==> config.mk <==
export PLATFORM = sky130hd
export DESIGN_NAME = alu_md_flat
export DESIGN_NICKNAME = d
export VERILOG_FILES = /design/src/rtl/alu_md_pkg.sv /design/src/rtl/alu_md_if.sv /design/src/rtl/md_step.sv /design/src/rtl/alu_md.sv /design/src/flat_wrapper.sv
export SDC_FILE = /design/constraint.sdc
export NUM_CORES = 1
export LEC_CHECK = 0
export BUFFER_PORTS_ARGS = -buffer_cell sky130_fd_sc_hd__buf_2
export CORE_ASPECT_RATIO = 1.25
export CORE_MARGIN = 1.5
export CORE_UTILIZATION = 55
export CTS_CLUSTER_SIZE = 20
export DETAILED_ROUTE_END_ITERATION = 6
export PLACE_DENSITY = 0.81
export SLEW_MARGIN = 20
export SYNTH_ARGS = -nofsm -noshare
export SYNTH_HDL_FRONTEND = slang
export SYNTH_SLANG_ARGS = --single-unit
==> constraint.sdc <==
create_clock -name clk -period 3.2 [get_ports clk]
set_input_delay 0.48 -clock clk [delete_from_list [all_inputs] [get_ports clk]]
set_output_delay 0.48 -clock clk [all_outputs]
set_load 0.01 [all_outputs]
==> src/rtl/alu_md_pkg.sv <==
// alu_md_pkg: shared decoder types and op-class helpers for the ALU and multiply/divide unit
package alu_md_pkg;
  typedef enum logic [3:0] {
    ALU_ADD, ALU_SUB, ALU_SLL, ALU_SLT, ALU_SLTU, ALU_XOR, ALU_SRL, ALU_SRA, ALU_OR, ALU_AND
  } alu_op_t;
  typedef enum logic [2:0] {
    MD_MUL, MD_MULH, MD_MULHSU, MD_MULHU, MD_DIV, MD_DIVU, MD_REM, MD_REMU
  } md_op_t;
  typedef enum logic [1:0] {IDLE, CALC, FIXUP, DONE} md_state_t;
  function automatic logic is_div(md_op_t op);
    return op[2];
  endfunction
  function automatic logic is_rem(md_op_t op);
    return op[2] & op[1];
  endfunction
  function automatic logic sgn_a(md_op_t op);
    return op inside {MD_MULH, MD_MULHSU, MD_DIV, MD_REM};
  endfunction
  function automatic logic sgn_b(md_op_t op);
    return op inside {MD_MULH, MD_DIV, MD_REM};
  endfunction
endpackage

==> src/rtl/alu_md_if.sv <==
// alu_md_if: request/response handshake bundle of the multiply/divide unit
interface alu_md_if import alu_md_pkg::*; #(
  parameter int XLEN = 32
);
  logic            in_valid;
  logic            in_ready;
  md_op_t          op;
  logic [XLEN-1:0] a;
  logic [XLEN-1:0] b;
  logic            flush;
  logic            out_valid;
  logic            out_ready;
  logic [XLEN-1:0] res;
  modport master (output in_valid, op, a, b, flush, out_ready, input in_ready, out_valid, res);
  modport slave (input in_valid, op, a, b, flush, out_ready, output in_ready, out_valid, res);
endinterface

==> src/rtl/md_step.sv <==
// md_step: one radix-2 iteration, shift-add multiply or restoring divide on a 2*XLEN accumulator
module md_step #(
  parameter int XLEN = 32
) (
  input  logic              div_i,
  input  logic [2*XLEN-1:0] acc_i,
  input  logic [XLEN-1:0]   opnd_i,
  output logic [2*XLEN-1:0] acc_o
);
  logic [XLEN:0] sum;
  logic [XLEN:0] diff;
  // multiply: acc = {partial, multiplier}; add multiplicand when lsb set, then shift right
  assign sum = {1'b0, acc_i[2*XLEN-1:XLEN]} + (acc_i[0] ? {1'b0, opnd_i} : '0);
  // divide: acc = {remainder, dividend}; trial-subtract on the left-shifted remainder
  assign diff = acc_i[2*XLEN-1:XLEN-1] - {1'b0, opnd_i};
  assign acc_o = div_i ? (diff[XLEN] ? {acc_i[2*XLEN-2:0], 1'b0}
                                     : {diff[XLEN-1:0], acc_i[XLEN-2:0], 1'b1})
                       : {sum, acc_i[XLEN-1:1]};
endmodule

==> src/rtl/alu_md.sv <==
// alu_md: iterative multiply/divide unit with sign fixup, early-out cases and valid/ready handshake
module alu_md import alu_md_pkg::*; #(
  parameter int XLEN      = 32,
  parameter bit FAST_ZERO = 1'b1
) (
  input logic     clk,
  input logic     reset_n,
  alu_md_if.slave md
);
  localparam int CW = $clog2(XLEN);
  localparam logic [XLEN-1:0] MIN_NEG = {1'b1, {(XLEN-1){1'b0}}};
  md_state_t         state_q, state_d;
  logic [CW-1:0]     cnt_q, cnt_d;
  logic [XLEN-1:0]   res_q, res_d;
  md_op_t            op_q;
  logic              sa_q, sb_q;
  logic [2*XLEN-1:0] acc_q, step_acc, prod;
  logic [XLEN-1:0]   opnd_q, abs_a, abs_b, sp_res, quo, rem, fix_res;
  logic              accept, sa, sb, div0, ovf, zmul, special;
  assign accept  = md.in_valid && state_q == IDLE && !md.flush;
  assign sa      = sgn_a(md.op) && md.a[XLEN-1];
  assign sb      = sgn_b(md.op) && md.b[XLEN-1];
  assign abs_a   = sa ? -md.a : md.a;
  assign abs_b   = sb ? -md.b : md.b;
  assign div0    = is_div(md.op) && md.b == '0;
  assign ovf     = is_div(md.op) && sgn_b(md.op) && md.a == MIN_NEG && md.b == '1;
  assign zmul    = FAST_ZERO && !is_div(md.op) && (md.a == '0 || md.b == '0);
  assign special = div0 || ovf || zmul;
  assign sp_res  = div0 ? (is_rem(md.op) ? md.a : '1) : ovf ? (is_rem(md.op) ? '0 : md.a) : '0;
  assign prod    = (sa_q ^ sb_q) ? -acc_q : acc_q;
  assign quo     = (sa_q ^ sb_q) ? -acc_q[XLEN-1:0] : acc_q[XLEN-1:0];
  assign rem     = sa_q ? -acc_q[2*XLEN-1:XLEN] : acc_q[2*XLEN-1:XLEN];
  assign fix_res = is_div(op_q) ? (is_rem(op_q) ? rem : quo)
                                : (op_q == MD_MUL ? prod[XLEN-1:0] : prod[2*XLEN-1:XLEN]);
  md_step #(.XLEN(XLEN)) u_step (
    .div_i (is_div(op_q)),
    .acc_i (acc_q),
    .opnd_i(opnd_q),
    .acc_o (step_acc)
  );
  // next state: accept/early-out in IDLE, XLEN steps in CALC, result select in FIXUP, hold in DONE
  always_comb begin
    state_d = state_q;
    cnt_d   = '0;
    res_d   = res_q;
    case (state_q)
      IDLE: if (accept) begin
        state_d = special ? DONE : CALC;
        res_d   = special ? sp_res : res_q;
      end
      CALC: begin
        cnt_d   = cnt_q + 1'b1;
        state_d = cnt_q == CW'(XLEN - 1) ? FIXUP : CALC;
      end
      FIXUP: begin
        state_d = DONE;
        res_d   = fix_res;
      end
      DONE: state_d = md.out_ready ? IDLE : DONE;
      default: state_d = IDLE;
    endcase
    if (md.flush) begin
      state_d = IDLE;
      cnt_d   = '0;
    end
  end
  // control state with asynchronous reset
  always_ff @(posedge clk or negedge reset_n) begin
    if (!reset_n) begin
      state_q <= IDLE;
      cnt_q   <= '0;
      res_q   <= '0;
    end else begin
      state_q <= state_d;
      cnt_q   <= cnt_d;
      res_q   <= res_d;
    end
  end
  // operand capture on accept and accumulator iteration, no reset needed
  always_ff @(posedge clk) begin
    if (accept) begin
      op_q   <= md.op;
      sa_q   <= sa;
      sb_q   <= sb;
      acc_q  <= {{XLEN{1'b0}}, is_div(md.op) ? abs_a : abs_b};
      opnd_q <= is_div(md.op) ? abs_b : abs_a;
    end else if (state_q == CALC) begin
      acc_q <= step_acc;
    end
  end
  assign md.in_ready  = state_q == IDLE;
  assign md.out_valid = state_q == DONE;
  assign md.res       = res_q;
endmodule
==> src/flat_wrapper.sv <==
// flat-port wrapper written by rule: the top's interface ports become plain ports
module alu_md_flat import alu_md_pkg::*;
#(
  parameter int XLEN      = 32,
  parameter bit FAST_ZERO = 1'b1
)
  (clk, reset_n, md_in_valid, md_op, md_a, md_b, md_flush, md_out_ready, md_in_ready, md_out_valid, md_res);
  alu_md_if #(.XLEN(XLEN)) md_i ();
  input logic clk;
  input logic reset_n;
  input wire logic [$bits(md_i.in_valid)-1:0] md_in_valid;
  input wire logic [$bits(md_i.op)-1:0] md_op;
  input wire logic [$bits(md_i.a)-1:0] md_a;
  input wire logic [$bits(md_i.b)-1:0] md_b;
  input wire logic [$bits(md_i.flush)-1:0] md_flush;
  input wire logic [$bits(md_i.out_ready)-1:0] md_out_ready;
  output wire logic [$bits(md_i.in_ready)-1:0] md_in_ready;
  output wire logic [$bits(md_i.out_valid)-1:0] md_out_valid;
  output wire logic [$bits(md_i.res)-1:0] md_res;
  assign md_i.in_valid = md_in_valid;
  assign md_i.op = md_op;
  assign md_i.a = md_a;
  assign md_i.b = md_b;
  assign md_i.flush = md_flush;
  assign md_i.out_ready = md_out_ready;
  assign md_in_ready = md_i.in_ready;
  assign md_out_valid = md_i.out_valid;
  assign md_res = md_i.res;
  alu_md #(.XLEN(XLEN), .FAST_ZERO(FAST_ZERO)) u_core (.clk(clk), .reset_n(reset_n), .md(md_i));
endmodule
==> results of run 1 <==
logic make-up after synthesis:
family          count (synthesis)  synth area share, %
simple gates                  630                 21.1
compound gates                594                 25.7
flops                         140                 24.7
fa+ha+maj                      73                 6.21
buf+inv                       196                 5.02
xor+xnor                      184                 10.8
mux                            97                 6.52
cell type report:
cell class	count	area, µm²
well taps	345	432
fillers	2194	8880
inverters	75	284
clock inverters	15	173
repair buffers	304	2130
multi-input cells	1578	10700
flip-flops and latches	140	3690
clock buffers	17	425
power groups by stage:
stage	logic [µW]	clock network, µW	registers (µW)
floorplan	5200	0	2840
global placement	7860	0	2900
detailed placement	8020	0	2910
CTS	8130	2070	2880
global route	9330	2130	2960
finish	8700	2080	2940
final timing paths:
kind	from	cells past startpoint	end
worst max register to register	u_core.acc_q[0]	14	u_core.acc_q[61]
min in group clk	md_op[0]	1	u_core.op_q[0]
worst min-delay path	reset_n	1	u_core.state_q[1]
worst max-delay path	u_core.acc_q[0]	14	u_core.acc_q[61]
max in group asynchronous	reset_n	1	u_core.md.res[23]
worst min register to register	u_core.cnt_q[0]	1	u_core.cnt_q[0]
sequential cells by signal, summed over array words and instances, names as in the netlist:
register        count
u_core.cnt_q        5
u_core.acc_q       64
u_core.opnd_q      32
u_core.md.res      32
u_core.sa_q         1
u_core.state_q      2
u_core.op_q         3
u_core.sb_q         1
cell usage after synthesis (all sizes together) (17+ instances only):
| master | instances | area share [%] |
|---|---|---|
| a211oi | 18 | 0.94 |
| a21o | 22 | 1.1 |
| a21oi | 167 | 5.6 |
| a31oi | 26 | 1.1 |
| buf | 24 | 0.70 |
| clkbuf | 97 | 2.4 |
| dfrtp | 39 | 6.5 |
| dfxtp | 32 | 4.3 |
| edfxtp | 69 | 14 |
| ha | 71 | 5.9 |
| inv | 73 | 1.8 |
| mux2i | 94 | 6.3 |
| nand2 | 160 | 4.0 |
| nand2b | 30 | 1.3 |
| nand3 | 39 | 1.3 |
| nand4 | 34 | 1.5 |
| nor2 | 161 | 4.0 |
| nor3 | 68 | 2.4 |
| nor4 | 34 | 1.6 |
| o211ai | 17 | 0.89 |
| o21ai | 147 | 5.0 |
| o22ai | 20 | 0.88 |
| o31ai | 26 | 1.3 |
| or3 | 25 | 1.1 |
| or4 | 20 | 1.1 |
| xnor2 | 109 | 6.4 |
| xor2 | 75 | 4.4 |
metrics by stage:
stage	hold WS (ns)	util (%)	setup WS [ns]	std cells
floorplan	0.184	-	0.0117	1914
global placement	0.457	63.4	0.0623	2429
detailed placement	0.461	63.4	-0.0216	2429
CTS	0.207	65.6	0.00203	2462
global route	0.266	66.8	-0.109	2474
finish	0.197	66.8	0.0246	2474
layer usage:
layer,share of wire [%],track usage (%)
met4,8.3,29.6
met3,9.7,6.00
met2,47,67.1
met1,35,48.3
met5,0,0
timing repair:
action                                 4_1_cts  5_1_grt
pin swaps                                    3       16
cloned                                       0        1
setup endpoints to repair                    2       39
setup buffers                                1       11
gates resized for setup                      2       40
endpoints found under the hold margin        0        0
==> results.ini, run 1 <==
[run_status]
run_status = finished clean

[power_and_ir_drop]
switching_power_uw = 6570
pwr-share-clk_pct = 15.1
ir_worst_vdd_mv = 0.487
power_density_mw_per_mm2 = 768
intPower_uw = 7150
pwr-share-seq_pct = 21.4
leakagePower_uw = 0.00744
total_power_uw = 13700
swShare_pct = 47.9
pwr-share-comb_pct = 63.4

[floorplanning]
die_x_um = 150
io-pin-count = 106
die_area_mm2 = 0.0282
rows = 67
start_util_pct = 55.9
coreArea_mm2 = 0.0267
fp.dieH_um = 187

[place]
portBuffers = 105
place_congestion = 1.04
dp_hpwl_mm = 44.0
dpl_cell_area_mm2 = 0.0169

[clock_tree]
clock-sinks = 140
clkTransAtPathRegs_ns = 0.07
cts_tree = built
numCtsBuffers = 17
cts_root_buf = clkbuf_16
h-tree-depth = 4
clock_latency_ns = 0.44
hold_buffers = 0
clockBufferDepth = 2

[flow_run]
cap_violations = 0

[setup_path]
crit_family = compound AO/OA/AOI/OAI gates
cp_num_buf_inv = 4
crit_slowest_cell = edfxtp_1
start_kind = register
worstPathMaxFanout = 10
critPathKind = register to register
critical_path_required_ns = 3.55
crit_path_cell_trace = inv_4 > buf_12 > nor2_1 > ha_1 > nand2_1 > o211ai_1 > a221oi_2 > buf_4 > o2111a_1 > o311a_1 > buf_4 > nor3_1 > nor4_1 > a311oi_1
cp.arrival_ns = 3.52
cp_common_cell = buf_4
r2r_setup_slack_ns = 0.02
endpoint_kind = register
max_stage_delay_ns = 0.46

[cells_and_area]
antennaDiodeCount = 0
area_delta_synth_final_pct = 19.4
final_common_cell = buf_4
drive_gt1_share_pct = 19.4
finalNetCount = 2261
stdcell_area_mm2 = 0.0179
mostFrequentLayoutCells = buf_4, nor2_1, a21oi_1

[routing]
wl_mm = 58.5
vias_per_cell = 6.94
dr_total_vias = 17158
drc = 0
dr.pass1.iters = 6
wire_per_inst_um = 23.6
dr.first_iter.drc_count = 2155
ant_nets = 0

[logic_synthesis]
yosys_warnings = 0
post_synth.cell_area_avg_um2 = 7.81
synthDistinctLibCells = 87
ys.flop_type = edfxtp_1
synth_area_mm2 = 0.0150
syn_inst = 1914
synth-edff-count = 69
synth_nets = 2059
synth-seq-cells = 140
synth-async-reset-ratio_pct = 27.9
yosysSeqAreaShare_pct = 24.7

[global_routing]
grtUsageTotal_pct = 40.9
grt_pass1_vias = 16311
gr-total-overflow = 0
antenna_found_initial = 1
grt_max_degree = 58
grt_pass1_wl_mm = 88.8

[timing]
worst-slew-pin-transition_ns = 1.01
timing.fmax_mhz = 315
slew_violations = 0
finalClockSkew_ns = 0.0113
hold_viol = 0
setup_viol = 0
slew_headroom_pct = 32.6
fin_setup_tns_ns = 0
fin_crit_sh_pct = 99.2
min_period_ns = 3.18

[worst_hold_path]
min_path_type = primary input to async pin

(Power assumes the default switching activity.)
==> run 2, diff against run 1 <==
--- a/config.mk
+++ b/config.mk
@@ -8,10 +8,10 @@
 export BUFFER_PORTS_ARGS = -buffer_cell sky130_fd_sc_hd__buf_2
 export CORE_ASPECT_RATIO = 1.25
 export CORE_MARGIN = 1.5
-export CORE_UTILIZATION = 55
+export CORE_UTILIZATION = 40
 export CTS_CLUSTER_SIZE = 20
 export DETAILED_ROUTE_END_ITERATION = 6
-export PLACE_DENSITY = 0.81
+export PLACE_DENSITY = 0.63
 export SLEW_MARGIN = 20
 export SYNTH_ARGS = -nofsm -noshare
 export SYNTH_HDL_FRONTEND = slang
==> run 2 against run 1 <==
Die area grew 37%. Sequential cell count is the same. First-iteration DRC count shrank 35%. Clock-buffer cell count grew 1. Sequential power is essentially flat. Clock power shrank 4%. Critical path depth shrank 3. Register-to-register slack is essentially flat. Combinational power grew 5.6%. Routed wire length grew 9.5%. Maximum frequency shrank 0.10%. Core utilization shrank 17 points. Largest power group unchanged.
==> results.ini, run 2 (synthesis gave the netlist of run 1 again) <==
[setup_path]
r2r_setup_slack_ns = 0.02
cp_num_buf_inv = 3
cp_common_cell = buf_4
crit_path_cell_trace = or4_4 > buf_4 > nor4_1 > buf_4 > nand3_1 > or3_4 > o21ai_2 > xnor2_1 > a222oi_1 > buf_4 > o221ai_1
critical_path_required_ns = 3.51
worstPathMaxFanout = 4
start_kind = register
ff2ff_path_depth = 11
critPathKind = register to register
crit_family = simple AND/OR/NAND/NOR gates
max_stage_delay_ns = 0.58
cp.arrival_ns = 3.49
crit_slowest_cell = or4_4
r2r_end = u_core.md.res[20]
endpoint_kind = register
timing.rr.start = u_core.acc_q[17]

[timing]
hold_viol = 0
fin_crit_sh_pct = 99.3
rsz0062_at_grt = true
setup_viol = 0
slew_headroom_pct = 26.4
timing.fmax_mhz = 315
worst-slew-pin-transition_ns = 1.10
slew_violations = 0
finalClockSkew_ns = 0.0107
min_period_ns = 3.18

[worst_hold_path]
min_path_type = primary input to async pin

[power_and_ir_drop]
pwr-share-seq_pct = 20.9
leakagePower_uw = 0.00768
swShare_pct = 47.8
intPower_uw = 7370
switching_power_uw = 6760
ir_worst_vdd_mv = 0.303
pwr-share-clk_pct = 14.0
power_density_mw_per_mm2 = 760
pwr-share-comb_pct = 65.0

[global_routing]
grt_pass1_wl_mm = 96.7
grtUsageTotal_pct = 33.2
grt_pass1_vias = 16340
gr-total-overflow = 0
antenna_found_initial = 1
grt_max_degree = 58

[floorplanning]
coreArea_mm2 = 0.0371
die_area_mm2 = 0.0386
die_x_um = 176
start_util_pct = 40.4
io-pin-count = 106
fp.dieH_um = 219
rows = 79

[cells_and_area]
final_util_pct = 50.2
drive_gt1_share_pct = 22.8
multi_input_area_mm2 = 0.0109
largest_reg_flops = 64
final_common_cell = buf_4
stdcell_area_mm2 = 0.0186
finalNetCount = 2320
largest-register = u_core.acc_q
antennaDiodeCount = 0
area_delta_synth_final_pct = 24.4
ff_latch_area_mm2 = 0.00369
mostFrequentLayoutCells = buf_4, nor2_1, a21oi_1
fillerInstances = 3601

[routing]
vias_per_cell = 6.30
wire_per_inst_um = 24.0
dr_total_vias = 16850
ant_nets = 0
wl_mm = 64.0
dr.pass1.iters = 6
dr.first_iter.drc_count = 1397
drc = 0

[flow_run]
cap_violations = 0

[place]
portBuffers = 105
dp_hpwl_mm = 50.4
place_congestion = 1.07
dpl_cell_area_mm2 = 0.0175

[clock_tree]
numCtsBuffers = 17
cts_root_buf = clkbuf_16
cts_tree = built
clock_latency_ns = 0.45
hold_buffers = 0
h-tree-depth = 4
clockBufferDepth = 2
clock-sinks = 140
clkTransAtPathRegs_ns = 0.06

[run_status]
run_status = finished clean

## run 2: cell count changes in the layout (fill, tap and decap cells not counted), moves of 3 or more
cell / previous run / this run
a2111oi_2: 0 / 3
ha_4: 1 / 9
ha_1: 66 / 58
buf_12: 7 / 4
inv_8: 6 / 1
inv_1: 70 / 66
inv_2: 2 / 7
a21oi_1: 161 / 158
buf_6: 1 / 4
buf_4: 190 / 248
## run 2: layout make-up
class / count / share of cell area, %
clock inverters: 14 / 0.727
multi-input cells: 1578 / 58.7
inverters: 75 / 1.51
flip-flops and latches: 140 / 19.8
clock buffers: 18 / 2.31
repair buffers: 363 / 13.7
well taps: 486 / 3.27
## run 2: worst register-to-register path: stages, from the launching register on
cell	delay, ns
edfxtp_1	0.40
or4_4	0.58
buf_4	0.17
nor4_1	0.18
buf_4	0.17
nand3_1	0.11
or3_4	0.40
o21ai_2	0.14
xnor2_1	0.08
a222oi_1	0.50
buf_4	0.20
o221ai_1	0.11
## run 2: worst max-delay path by stage
stage,slack [ns],cells after the start,end,from
after floorplan,0.01,12,u_core.acc_q[61],u_core.acc_q[31]
after global placement,-0.56,11,u_core.acc_q[32],u_core.opnd_q[0]
after detailed placement,-0.64,11,u_core.acc_q[34],u_core.opnd_q[0]
after CTS,0.003,9,u_core.md.res[5],u_core.acc_q[9]
after global routing,-0.02,11,u_core.md.res[20],u_core.acc_q[17]
final,0.02,11,u_core.md.res[20],u_core.acc_q[17]
## run 2: layer usage
layer	wire length [µm]	track usage (%)	vias to the layer above	part of all wire [%]
li1	-	-	7676	-
met1	24400	38.8	8065	38
met4	5010	23.9	0	7.8
met2	30400	55.9	855	47
met3	4250	4.28	254	6.6
met5	0	0	-	0
## run 2: repair_timing
action | in CTS | in global routing
pin swaps | 8 | 22
endpoints found under the setup margin | 33 | 40
resized for setup | 15 | 69
cloned | 1 | 1
setup buffers | 5 | 9
## run 2: power by group through the flow
stage                     clock network (µW)  registers (µW)  logic, µW
after floorplan                            0            2840       5200
after global placement                     0            2940       8320
after detailed placement                   0            2930       8390
after CTS                               1990            2900       8580
after global routing                    2050            3000       9890
final                                   1990            2960       9190
## run 2: metrics by stage
stage | power, µW | setup slack (ns) | TNS [ns] | cells | hold WS [ns]
detailed placement | 11300 | -0.642 | -6.70 | 2626 | 0.467
global placement | 11300 | -0.558 | -5.33 | 2626 | 0.452
finish | 14100 | 0.0213 | 0 | 2674 | 0.185
CTS | 13500 | 0.00326 | 0 | 2664 | 0.212
global route | 14900 | -0.0214 | -0.109 | 2674 | 0.244
floorplan | 8040 | 0.0117 | 0 | 1914 | 0.184
==> run 3, diff against run 2 <==
--- a/config.mk
+++ b/config.mk
@@ -5,13 +5,13 @@
 export SDC_FILE = /design/constraint.sdc
 export NUM_CORES = 1
 export LEC_CHECK = 0
-export BUFFER_PORTS_ARGS = -buffer_cell sky130_fd_sc_hd__buf_2
 export CORE_ASPECT_RATIO = 1.25
 export CORE_MARGIN = 1.5
 export CORE_UTILIZATION = 40
 export CTS_CLUSTER_SIZE = 20
 export DETAILED_ROUTE_END_ITERATION = 6
-export PLACE_DENSITY = 0.63
+export DONT_BUFFER_PORTS = 1
+export PLACE_DENSITY = 0.58
 export SLEW_MARGIN = 20
 export SYNTH_ARGS = -nofsm -noshare
 export SYNTH_HDL_FRONTEND = slang
==> constraint.sdc (replaced) <==
create_clock -name clk -period 3.95 [get_ports clk]
set_input_delay 0.5925 -clock clk [delete_from_list [all_inputs] [get_ports clk]]
set_output_delay 0.5925 -clock clk [all_outputs]
set_load 0.01 [all_outputs]
==> run 3 against run 2 <==
Via count down 7.7%. Critical endpoint is now u_core.md.res[31]. Core utilization down 5.8 points. Clock-buffer cell count up 2. Sequential cell count unchanged. Largest power group unchanged. Global-route usage decreased by 1.0 points.
==> results.ini, run 3 (synthesis gave the netlist of run 1 again) <==
[timing]
hold_viol = 0
worst-slew-pin-transition_ns = 1.00
timing.fmax_mhz = 272
finalClockSkew_ns = 0.0125
slew_violations = 0
rsz0062_at_grt = false
setup_viol = 0
fin_crit_sh_pct = 93.0
fin_ws_ns = 0.275
min_period_ns = 3.67
slew_headroom_pct = 32.9
fin_setup_tns_ns = 0

[clock_tree]
clkTransAtPathRegs_ns = 0.07
postCtsSetupBuffers = 0
clock-sinks = 140
cts_root_buf = clkbuf_16
h-tree-depth = 4
numCtsBuffers = 17
cts_tree = built
clock_latency_ns = 0.46
clockBufferDepth = 2

[power_and_ir_drop]
switching_power_uw = 4900
pwr-share-comb_pct = 58.2
swShare_pct = 48.5
pwr-share-seq_pct = 25.6
total_power_uw = 10100
power_density_mw_per_mm2 = 615
leakagePower_uw = 0.00642
pwr-share-clk_pct = 16.2
ir_worst_vdd_mv = 0.320
intPower_uw = 5210

[cells_and_area]
final_common_cell = a21oi_1
drive_gt1_share_pct = 8.45
antennaDiodeCount = 0
mostFrequentLayoutCells = a21oi_1, nor2_1, nand2_1
largest_reg_flops = 64
finalNetCount = 2049
stdcell_area_mm2 = 0.0164
area_delta_synth_final_pct = 9.90
largest-register = u_core.acc_q
final_util_pct = 44.3
fillerInstances = 3771

[place]
dpl_cell_area_mm2 = 0.0158
dp_hpwl_mm = 48.7
place_ws_ns = 0.204
place_congestion = 1.01
portBuffers = 0

[routing]
vias_per_cell = 6.47
routed-wl-met3_mm = 4.19
wire_per_inst_um = 25.6
top_layer = met4
dr_total_vias = 15557
ant_nets = 0
dr.pass1.iters = 5
met1_length_mm = 23.3
dr_wl_met2_mm = 29.8
drc = 0
dr.first_iter.drc_count = 1274
wl_mm = 61.4

[flow_run]
cap_violations = 0

[global_routing]
gr-total-overflow = 0
antenna_found_initial = 0
grt_pass1_vias = 15023
grt_max_degree = 44
grtUsageTotal_pct = 32.1
grt_pass1_wl_mm = 92.7

[setup_path]
critPathKind = register to register
start_kind = register
endpoint_kind = register
worstPathMaxFanout = 12
critical_path_required_ns = 4.26
cp.arrival_ns = 3.98

[floorplanning]
rows = 79
coreArea_mm2 = 0.0371
io-pin-count = 106
start_util_pct = 40.4
fp.dieH_um = 219
die_x_um = 176
die_area_mm2 = 0.0386

[worst_hold_path]
min_path_type = primary input to register

[run_status]
run_status = finished clean

-- run 3: cell types whose count changed in the layout (fill, tap and decap cells not counted), moves of 5 or more --
cell | before | now
inv_2 | 7 | 2
nor4_2 | 9 | 4
a21oi_2 | 8 | 0
ha_4 | 9 | 0
ha_1 | 58 | 71
buf_2 | 106 | 0
a21oi_1 | 158 | 167
inv_1 | 66 | 71
nor4_1 | 24 | 29
buf_4 | 248 | 88
-- run 3: metrics by stage --
stage	hold slack (ns)	std cells
2_1_floorplan	0.297	1914
3_3_place_gp	0.298	2369
3_5_place_dp	0.297	2369
4_1_cts	0.184	2403
5_1_grt	0.188	2403
6_report	0.202	2403
-- run 3: timing repair --
action | 4_1_cts | 5_1_grt
hold buffers | 2 | 0
resized for setup | 0 | 1
hold endpoints to repair | 39 | 0
endpoints found under the setup margin | 0 | 1
-- run 3: metal layers --
layer  track usage, %  vias up
met5                0        -
met4             20.4        0
met3             5.56      196
met2             55.5      737
met1             36.7     7478
li1                 -     7146
-- run 3: final timing paths --
check / start / endpoint / slack (ns) / depth (start not counted)
hold reg to reg: u_core.cnt_q[0] / u_core.cnt_q[0] / 0.47 / 1
setup reg to reg: u_core.acc_q[42] / u_core.md.res[31] / 0.28 / 8
setup / recovery: u_core.acc_q[42] / u_core.md.res[31] / 0.28 / 8
min in group asynchronous: reset_n / u_core.state_q[0] / 0.63 / 2
hold / removal: md_flush / u_core.cnt_q[4] / 0.20 / 1
max in group asynchronous: reset_n / u_core.md.res[6] / 3.08 / 2
-- run 3: area by class of cell --
type	instances	area [µm²]	share of cell area (%)
Multi-Input combinational cell	1578	10600	64.2
Sequential cell	140	3690	22.4
Timing Repair Buffer	92	738	4.49
Tap cell	486	608	3.70
Clock buffer	20	447	2.72
Inverter	75	282	1.71
Clock inverter	12	123	0.746
-- run 3: power groups by stage --
stage	combinational, µW	sequential, µW	clock [µW]
detailed placement	5730	2580	0
floorplan	4210	2300	0
CTS	5790	2560	1650
global placement	5710	2590	0
finish	5890	2590	1640
global route	6440	2620	1700
-- run 3: critical path: stages, from the launching register on --
cell      delay, ns
dfxtp_1        0.50
nor4_1         0.91
nand4_1        0.48
nor4_1         0.58
nor3_1         0.09
a21oi_1        0.14
o221ai_1       0.12
a221oi_1       0.56
o21ai_1        0.15
